<file path="src/rtl/uart_pkg.sv">
// Shared definitions for the UART baud generator: state encoding, divisor
// limits and the helpers used to derive the reset divisor from parameters.
package uart_pkg;

   localparam int UART_MIN_DIV_INT = 2;

   typedef enum logic [1:0] {
      IDLE  = 2'd0,
      START = 2'd1,
      RUN   = 2'd2
   } state_t;

   function automatic int clog2(input int value);
      int r;
      r = 0;
      while ((1 << r) < value) r = r + 1;
      return r;
   endfunction

   // Fixed-point cycles per oversample tick, rounded to nearest, F fraction bits.
   function automatic logic [63:0] default_div(input logic [63:0] clk_khz,
                                               input logic [63:0] baud,
                                               input logic [63:0] oversample,
                                               input int          frac_w);
      logic [63:0] num;
      logic [63:0] den;
      num = (clk_khz * 64'd1000) << frac_w;
      den = baud * oversample;
      return (num + (den >> 1)) / den;
   endfunction

endpackage

</file>
<file path="src/rtl/uart_frac_divider.sv">
// Fractional period generator: a down-counter whose reload length carries the
// overflow of a fraction accumulator, giving an exact long-run average period.
module uart_frac_divider #(
   parameter int INT_W  = 16,
   parameter int FRAC_W = 4
) (
   input  logic              clk,
   input  logic              rst_n,
   input  logic [INT_W-1:0]  act_int,
   input  logic [FRAC_W-1:0] act_frac,
   input  logic              run,
   input  logic              start,
   output logic              os_tick
);

   logic [INT_W:0]  cnt;
   logic [FRAC_W-1:0] acc;
   logic [FRAC_W:0] sum;
   logic [INT_W:0]  period;
   logic            reload;

   assign sum    = {1'b0, acc} + {1'b0, act_frac};
   assign period = {1'b0, act_int} + {{INT_W{1'b0}}, sum[FRAC_W]};
   // The tick cycle is the cycle the counter sits at zero, so it doubles as the period start.
   assign reload = start | os_tick;

   always_ff @(posedge clk or negedge rst_n) begin
      if (!rst_n) begin
         cnt     <= '0;
         acc     <= '0;
         os_tick <= 1'b0;
      end else if (!run) begin
         cnt     <= '0;
         acc     <= '0;
         os_tick <= 1'b0;
      end else if (reload) begin
         cnt     <= period - {{INT_W{1'b0}}, 1'b1};
         acc     <= sum[FRAC_W-1:0];
         os_tick <= 1'b0;
      end else begin
         cnt     <= cnt - {{INT_W{1'b0}}, 1'b1};
         os_tick <= (cnt == {{INT_W{1'b0}}, 1'b1});
      end
   end

endmodule

</file>
<file path="src/rtl/uart_baud_gen.sv">
// Runtime-programmable fractional baud generator: oversample and bit ticks,
// with divisor updates staged in a shadow and applied only at period boundaries.
module uart_baud_gen
   import uart_pkg::*;
#(
   parameter int CLK_FREQ_KHZ   = 40000,
   parameter int DEFAULT_BAUD   = 115200,
   parameter int OVERSAMPLE     = 16,
   parameter int DIV_INT_WIDTH  = 16,
   parameter int DIV_FRAC_WIDTH = 4
) (
   input  logic                      clk,
   input  logic                      rst_n,
   input  logic                      i_enable,
   input  logic [DIV_INT_WIDTH-1:0]  i_div_int,
   input  logic [DIV_FRAC_WIDTH-1:0] i_div_frac,
   input  logic                      i_div_load,
   output logic                      o_div_ack,
   output logic                      o_div_err,
   output logic                      o_os_tick,
   output logic                      o_bit_tick,
   output state_t                    o_state
);

   localparam logic [63:0] DEF_DIV = default_div(64'(CLK_FREQ_KHZ), 64'(DEFAULT_BAUD),
                                                 64'(OVERSAMPLE), DIV_FRAC_WIDTH);
   localparam logic [DIV_INT_WIDTH-1:0]  DEF_INT  = DEF_DIV[DIV_FRAC_WIDTH +: DIV_INT_WIDTH];
   localparam logic [DIV_FRAC_WIDTH-1:0] DEF_FRAC = DEF_DIV[DIV_FRAC_WIDTH-1:0];
   localparam int BIT_CNT_W = (clog2(OVERSAMPLE) < 1) ? 1 : clog2(OVERSAMPLE);
   localparam logic [BIT_CNT_W-1:0] BIT_LAST = BIT_CNT_W'(OVERSAMPLE - 1);

   state_t state;
   state_t state_nxt;
   logic   run;
   logic   start;
   logic   idle;

   logic [DIV_INT_WIDTH-1:0]  act_int,  shd_int,  eff_int;
   logic [DIV_FRAC_WIDTH-1:0] act_frac, shd_frac, eff_frac;
   logic                      pending;
   logic                      load_ok;
   logic                      load_bad;
   logic                      reload;
   logic                      apply_run;
   logic [BIT_CNT_W-1:0]      bit_cnt;

   always_ff @(posedge clk or negedge rst_n) begin
      if (!rst_n) state <= IDLE;
      else        state <= state_nxt;
   end

   always_comb begin
      state_nxt = state;
      case (state)
         IDLE:    if (i_enable) state_nxt = START;
         START:   state_nxt = i_enable ? RUN : IDLE;
         RUN:     if (!i_enable) state_nxt = IDLE;
         default: state_nxt = IDLE;
      endcase
   end

   always_comb begin
      run   = i_enable & (state != IDLE);
      start = (state == START);
      idle  = (state == IDLE);
   end

   assign o_state = state;

   // Divisor handshake: i_div_load is a single-cycle strobe qualifying
   // i_div_int/i_div_frac; there is no back-pressure. Each accepted update
   // (or burst of updates overwriting the shadow) yields exactly one
   // o_div_ack pulse on the first cycle the new divisor is in effect;
   // a rejected update yields o_div_err the cycle after the strobe.
   assign load_ok   = i_div_load & (i_div_int >= DIV_INT_WIDTH'(UART_MIN_DIV_INT));
   assign load_bad  = i_div_load & (i_div_int <  DIV_INT_WIDTH'(UART_MIN_DIV_INT));
   assign reload    = run & (start | o_os_tick);
   assign apply_run = pending & reload;

   // The divider sees the shadow on the reloading cycle so the new period starts immediately.
   assign eff_int  = apply_run ? shd_int  : act_int;
   assign eff_frac = apply_run ? shd_frac : act_frac;

   always_ff @(posedge clk or negedge rst_n) begin
      if (!rst_n) begin
         act_int   <= DEF_INT;
         act_frac  <= DEF_FRAC;
         shd_int   <= DEF_INT;
         shd_frac  <= DEF_FRAC;
         pending   <= 1'b0;
         o_div_ack <= 1'b0;
         o_div_err <= 1'b0;
      end else begin
         o_div_ack <= 1'b0;
         o_div_err <= load_bad;
         if (idle) begin
            if (load_ok) begin
               act_int   <= i_div_int;
               act_frac  <= i_div_frac;
               shd_int   <= i_div_int;
               shd_frac  <= i_div_frac;
               pending   <= 1'b0;
               o_div_ack <= 1'b1;
            end else if (pending) begin
               act_int   <= shd_int;
               act_frac  <= shd_frac;
               pending   <= 1'b0;
               o_div_ack <= 1'b1;
            end
         end else begin
            if (apply_run) begin
               act_int   <= shd_int;
               act_frac  <= shd_frac;
               pending   <= 1'b0;
               o_div_ack <= 1'b1;
            end
            // A load coinciding with an apply stays pending for the next boundary.
            if (load_ok) begin
               shd_int  <= i_div_int;
               shd_frac <= i_div_frac;
               pending  <= 1'b1;
            end
         end
      end
   end

   uart_frac_divider #(
      .INT_W  (DIV_INT_WIDTH),
      .FRAC_W (DIV_FRAC_WIDTH)
   ) u_frac_divider (
      .clk      (clk),
      .rst_n    (rst_n),
      .act_int  (eff_int),
      .act_frac (eff_frac),
      .run      (run),
      .start    (start),
      .os_tick  (o_os_tick)
   );

   always_ff @(posedge clk or negedge rst_n) begin
      if (!rst_n)         bit_cnt <= '0;
      else if (!run)      bit_cnt <= '0;
      else if (o_os_tick) bit_cnt <= (bit_cnt == BIT_LAST) ? '0 : bit_cnt + 1'b1;
   end

   assign o_bit_tick = o_os_tick & (bit_cnt == BIT_LAST);

endmodule

</file>
<file path="config.mk">
export PLATFORM = sky130hd
export DESIGN_NAME = uart_baud_gen
export DESIGN_NICKNAME = d
export VERILOG_FILES = /design/src/rtl/uart_pkg.sv /design/src/rtl/uart_frac_divider.sv /design/src/rtl/uart_baud_gen.sv
export SDC_FILE = /design/constraint.sdc
export NUM_CORES = 1
export LEC_CHECK = 0
export CAP_MARGIN = 10
export CORE_UTILIZATION = 35
export DETAILED_ROUTE_END_ITERATION = 6
export GPL_TIMING_DRIVEN = 0
export PLACE_DENSITY_LB_ADDON = 0.05
export RECOVER_POWER = 50
export SLEW_MARGIN = 15
export SYNTH_ARGS = -nofsm -noshare
export SYNTH_HDL_FRONTEND = slang
export SYNTH_SLANG_ARGS = --single-unit
</file>
<file path="constraint.sdc">
create_clock -name clk -period 6.92 [get_ports clk]
set_clock_uncertainty 0.15 [all_clocks]
set_input_delay 2.076 -clock clk [delete_from_list [all_inputs] [get_ports clk]]
set_output_delay 2.076 -clock clk [all_outputs]
set_load 0.02 [all_outputs]
</file>
* Word-level counts from Yosys, hierarchy flattened
Cells that the tools add are included.
** Word-level totals
- Flip-flop bits (word level) :: 71
- Bits in latches :: 0
- Bits in writable memories :: 0
- Memory bits (read-only) :: 0
- Output and inout bits :: 6
- Logic and storage cells :: 67
- Memories kept :: 0
** Cells by class
- $add $sub $neg :: 5
- Multipliers :: 0
- Div/mod/pow operators :: 0
- Magnitude comparators :: 2
- Equality and inequality tests :: 9
- Shift operators :: 0
- Multiplexer cells :: 28
- Bitwise gates (word level) :: 7
- Reduce and logical (&&, ||, !) cells :: 4
** Operator list (number)
- 16-bit 2-to-1 mux :: 4
- 4-bit 2-to-1 mux :: 9
- 17-bit 2-to-1 mux :: 2
- 17-bit by 1-bit subtractor with 17-bit output, second input constant :: 2
- 16-bit by 1-bit adder with 17-bit output :: 1
- 17-bit by 1-bit == test with 1-bit output, second input constant :: 1
- 16-bit by 2-bit greater-or-equal comparator with 1-bit output, second input constant :: 1
- 16-bit by 2-bit less-than comparator with 1-bit output, second input constant :: 1
- 1-bit 2-to-1 mux :: 9
- 1-bit bitwise AND :: 6
- 2-bit 2-to-1 mux :: 3
- 2-bit one-hot mux with 3 select lines :: 1
- 4-bit by 4-bit adder with 5-bit output :: 1
- 4-bit by 1-bit adder with 4-bit output, second input constant :: 1
- 4-bit == test, second input constant :: 1
- 2-bit by 1-bit inequality test with 1-bit output, second input constant :: 2
- 2-bit inequality test, second input constant :: 2
- 3-bit by 1-bit inequality test with 1-bit output, second input constant :: 1
- 3-bit nonzero test :: 1
- 2-bit by 1-bit == test with 1-bit output, second input constant :: 1
- 2-bit == test, second input constant :: 1
- 2-bit logical NOT :: 1
- 2-bit AND reduction :: 1
- 2-bit nonzero test :: 1
- 1-bit OR :: 1

* Logic depth before layout (Yosys ltp)
- Word-level depth :: 10
- Mapped depth :: 21
- Gate-level depth less buffers :: 17

* Hierarchy
A second synthesis with hierarchy kept.
** Unflattened totals
- Cells, all modules :: 437
- Area, all modules :: 4230.3 um^2
** By module, submodules not included
- uart_baud_gen :: instances 1, cells an instance 268, area an instance 2647.5 um^2, sequential area each 1241.2 um^2
- uart_frac_divider :: instances 1, cells an instance 169, area an instance 1582.8 um^2, sequential area each 550.5 um^2

* Least setup slack after synthesis
No wires, ideal clock.
- Kind :: input -> register
- Start point :: in i_enable
- End point :: reg u_frac_divider.cnt[9]
- Arrival time :: 4.969 ns
- Data required time :: 6.683 ns
- Setup slack :: 1.714 ns
- Stages on the path :: 20
- Buffers on the path :: 3
- Path through :: and2_1 -> buf_4 -> nand2_8 -> buf_4 -> buf_2 -> nand2_1 -> nand2_1 -> ha_1 -> inv_1 -> fa_1 -> inv_1 -> a21o_1 -> a21oi_1 -> ha_1 -> nor4b_4 -> nand4_1 -> o31ai_2 -> o21ai_1 -> and3_1 -> a211oi_2
** Between the ends
- Word-level cells in the longest chain between the ends :: 9
** Ends and longest elaborated chain
- start, declared :: RTL line uart_baud_gen.sv:14 : input logic i_enable,
- 1-bit bitwise AND (*) :: RTL line uart_baud_gen.sv:63 : run = i_enable & (state != IDLE);
- 1-bit bitwise AND :: RTL line uart_baud_gen.sv:77 : assign reload = run & (start | o_os_tick);
- 1-bit bitwise AND :: RTL line uart_baud_gen.sv:78 : assign apply_run = pending & reload;
- 4-bit 2-to-1 mux
- 4-bit by 4-bit adder with 5-bit output :: RTL line uart_frac_divider.sv:22 : assign sum = {1'b0, acc} + {1'b0, act_frac};
- 16-bit by 1-bit adder with 17-bit output :: RTL line uart_frac_divider.sv:23 : assign period = {1'b0, act_int} + {{INT_W{1'b0}}, sum[FRAC_W]};
- 17-bit by 1-bit subtractor with 17-bit output :: RTL line uart_frac_divider.sv:37 : cnt <= period - {{INT_W{1'b0}}, 1'b1};
- 17-bit 2-to-1 mux :: RTL line uart_frac_divider.sv:36 : end else if (reload) begin
- 17-bit 2-to-1 mux (*) :: RTL line uart_frac_divider.sv:32 : end else if (!run) begin
- end signal, assigned :: RTL line uart_frac_divider.sv:37
- end signal, assigned :: RTL line uart_frac_divider.sv:41 : cnt <= cnt - {{INT_W{1'b0}}, 1'b1};
- end, declared :: RTL line uart_frac_divider.sv:16 : logic [INT_W:0] cnt;
Every way passes the cells marked *; elsewhere a longest branch is shown, timed or not.
A chain may end at the register's enable or synchronous reset.

* Final worst setup path
Ends and elaborated chain as after synthesis.

==> impl_metrics.json <==
{
  "viasPerCell": 5.38,
  "period_share_pct": 90.7,
  "slowest_delay_ns": 0.66,
  "first_global_vias": 3405,
  "layout_commonest_cell": "dfrtp_1",
  "wl_per_cell_um": 18.2,
  "core-area_um2": 12000,
  "cp.buffers_inverters": 6,
  "async_reset_ff_share_pct": 100,
  "grt_antenna_before_repair": 0,
  "setup_viol": 0,
  "worst_setup_path_end_kind": "flip-flop",
  "wl_mm": 11.7,
  "clock-root-buffer": "clkbuf_16",
  "status": "finished, violations left",
  "io_buffers": 29,
  "yosys.area.top_type": "dfrtp_1",
  "clk_latency_ns": 0.34,
  "route.vias.total": 3454,
  "io_pins": 30,
  "crit_path_start": "i_enable",
  "tns_ns": 0,
  "slew-limit-headroom_pct": -48.5,
  "rrSetupSlack_ns": 2.50,
  "final_antenna_net_count": 0,
  "fmax_mhz": 159,
  "worst_pin_slew_ns": 2.23,
  "grt_pass1_wl_mm": 18.9,
  "cts_buffer_depth": 2,
  "cts-resized-gates": 0,
  "cts-buffers-inserted": 9,
  "ys_seq_area_share_pct": 41.5,
  "gr-total-overflow": 0,
  "synth_ff_type": "dfrtp_1",
  "antennaDiodeCount": 0,
  "grt_start_max_net_pins": 41,
  "cp_max_fo": 10,
  "hpwl_mm": 8.65,
  "crit_arrival_ns": 6.38,
  "whs_ns": 0.374,
  "drv_slew": 74,
  "required_ns": 7.02,
  "synthesis.area_um2": 4320,
  "drc": 0,
  "synth_top_area_share_pct": 34.2,
  "period_minus_slack_ns": 6.27,
  "reg2reg_depth": 17,
  "synth_area_per_cell_um2": 9.62,
  "cts_tree": "built",
  "htree_num_levels": 3,
  "area_growth_pct": 18.8,
  "worstPathCellList": "dlygate4sd3_1 > and2_1 > buf_4 > nand2_8 > buf_4 > buf_2 > nand2_1 > nand2_1 > ha_1 > inv_1 > fa_1 > inv_1 > a21o_1 > a21oi_1 > ha_1 > nor4b_4 > nand4_1 > o31ai_2 > o21ai_1 > and3_1 > a211oi_2",
  "critical_path.top_delay_family": "buffers and inverters",
  "die_area_um2": 12800,
  "ys_seq_elements": 71,
  "synthDistinctLibCells": 63,
  "drive_gt1_share_pct": 15.2,
  "r2r_start": "u_frac_divider.os_tick",
  "cts_setup_buffers": 0,
  "drt_iter0_markers": 224,
  "hold_viol_final": 0,
  "place_congestion": 0.824,
  "first_pass_iters": 4,
  "syn_inst": 449,
  "initial_utilization_pct": 36.0,
  "drv_cap": 2,
  "row_count": 40,
  "nNetsFinal": 524,
  "crit_end": "u_frac_divider.cnt[9]",
  "power.density_nw_per_um2": 364,
  "max-vdd-ir-drop_mv": 0.146,
  "grt_usage_pct": 19.9,
  "die_w_um": 113,
  "cts_sinks": 71,
  "critical_path_depth": 21,
  "synth-warning-count": 0,
  "cp-start-kind": "input port",
  "dp.cells": 626,
  "reg2reg_to": "u_frac_divider.cnt[9]",
  "hold_buffers": 0,
  "rsz0062_at_grt": "no",
  "p_leak_uw": 0.00220,
  "synth_area_leaders": "dfrtp_1, dfstp_2, mux2i_1, nor2_1, xnor2_1",
  "synth_edf_count": 0,
  "die_h_um": 113,
  "worst_path_max_delay_cell": "dlygate4sd3_1",
  "syn_nets": 483,
  "path_clk_slew_ns": 0.06,
  "final_cell_mix": "dfrtp_1, nor2_1, nand2_1",
  "hp-class": "reg -> reg",
  "path_class": "in -> reg",
  "violations": "max-capacitance violations, max-slew violations",
  "stdcell_count": 642
}
metrics by stage:
step / utilization [%] / power, µW / setup WS [ns] / area, µm²
global route: 42.7 / 2000 / 0.298 / 5130
detailed placement: 40.1 / 1340 / 0.314 / 4810
floorplan: - / 1130 / 1.71 / 4320
CTS: 42.9 / 1890 / 0.667 / 5160
global placement: 39.9 / 1330 / 0.311 / 4790
finish: 42.7 / 1870 / 0.646 / 5130
flip-flops by register name, summed over array words and instances (netlist names), 2 cells and up:
register	cells
u_frac_divider.cnt	17
shd_frac	4
o_state	2
bit_cnt	4
act_frac	4
u_frac_divider.acc	4
shd_int	16
act_int	16
worst min path at each step:
stage / start / endpoint / slack [ns] / cells after the start
2_1_floorplan: u_frac_divider.acc[0] / u_frac_divider.acc[0] / 0.35 / 2
3_3_place_gp: act_int[4] / act_int[4] / 0.37 / 2
3_5_place_dp: act_int[4] / act_int[4] / 0.37 / 2
4_1_cts: act_int[4] / act_int[4] / 0.38 / 2
5_1_grt: act_int[2] / act_int[2] / 0.41 / 2
6_report: u_frac_divider.acc[0] / u_frac_divider.acc[0] / 0.37 / 2
power by group:
group / switching, µW / internal [µW] / total (µW) / leakage [µW]
Sequential: 108 / 528 / 637 / 0.000876
Combinational: 396 / 297 / 693 / 0.00116
Clock: 180 / 360 / 541 / 0.000168
Total: 684 / 1190 / 1870 / 0.00220
tightest hold or removal path, cell delays in order (launching register included):
cell,delay [ns]
dfrtp_1,0.38
nand2_1,0.06
a21oi_1,0.05
per-layer routing:
layer	wire length (µm)	global-route usage (%)	vias to the layer above	part of all wire, %
li1	-	-	1689	-
met1	5710	27.7	1689	49
met2	5320	30.6	61	45
met3	418	3.11	15	3.6
met4	257	8.95	0	2.2
met5	0	0	-	0
cell families after synthesis:
kind of cell	count (synthesis)	synth area share, %
buf+inv	36	4.49
simple gates	173	20.8
fa+ha+maj	10	3.07
compound gates	85	13.2
xor+xnor	30	6.08
flops	71	41.5
mux	44	10.8
layout make-up:
class / instances / area (µm²)
Clock buffer: 10 / 239
Sequential cell: 71 / 1790
Timing Repair Buffer: 30 / 288
Clock inverter: 6 / 108
Buffer: 22 / 141
Tap cell: 147 / 184
Multi-Input combinational cell: 342 / 2330
Inverter: 14 / 52.6
Fill cell: 1202 / 6880
synth_stat cells (3+ instances only):
cell and count:
nor2_1 54, nor4_2 4, inv_1 14, o21ai_0 16, clkbuf_1 5, a21oi_1 29, nor4_1 3, buf_4 5
mux2i_1 27, a21o_1 3, a211oi_1 8, o21ai_1 4, nand3_1 9, or3_1 6, and2_1 3, nor2b_1 10
ha_1 9, buf_2 8, xnor2_1 18, dfrtp_1 59, nor3_1 23, mux2_1 5, nand2_1 40, xor2_1 12
dfstp_2 12, mux2_2 10, nand4_1 7, o41ai_1 4
(Power assumes the default switching activity.)
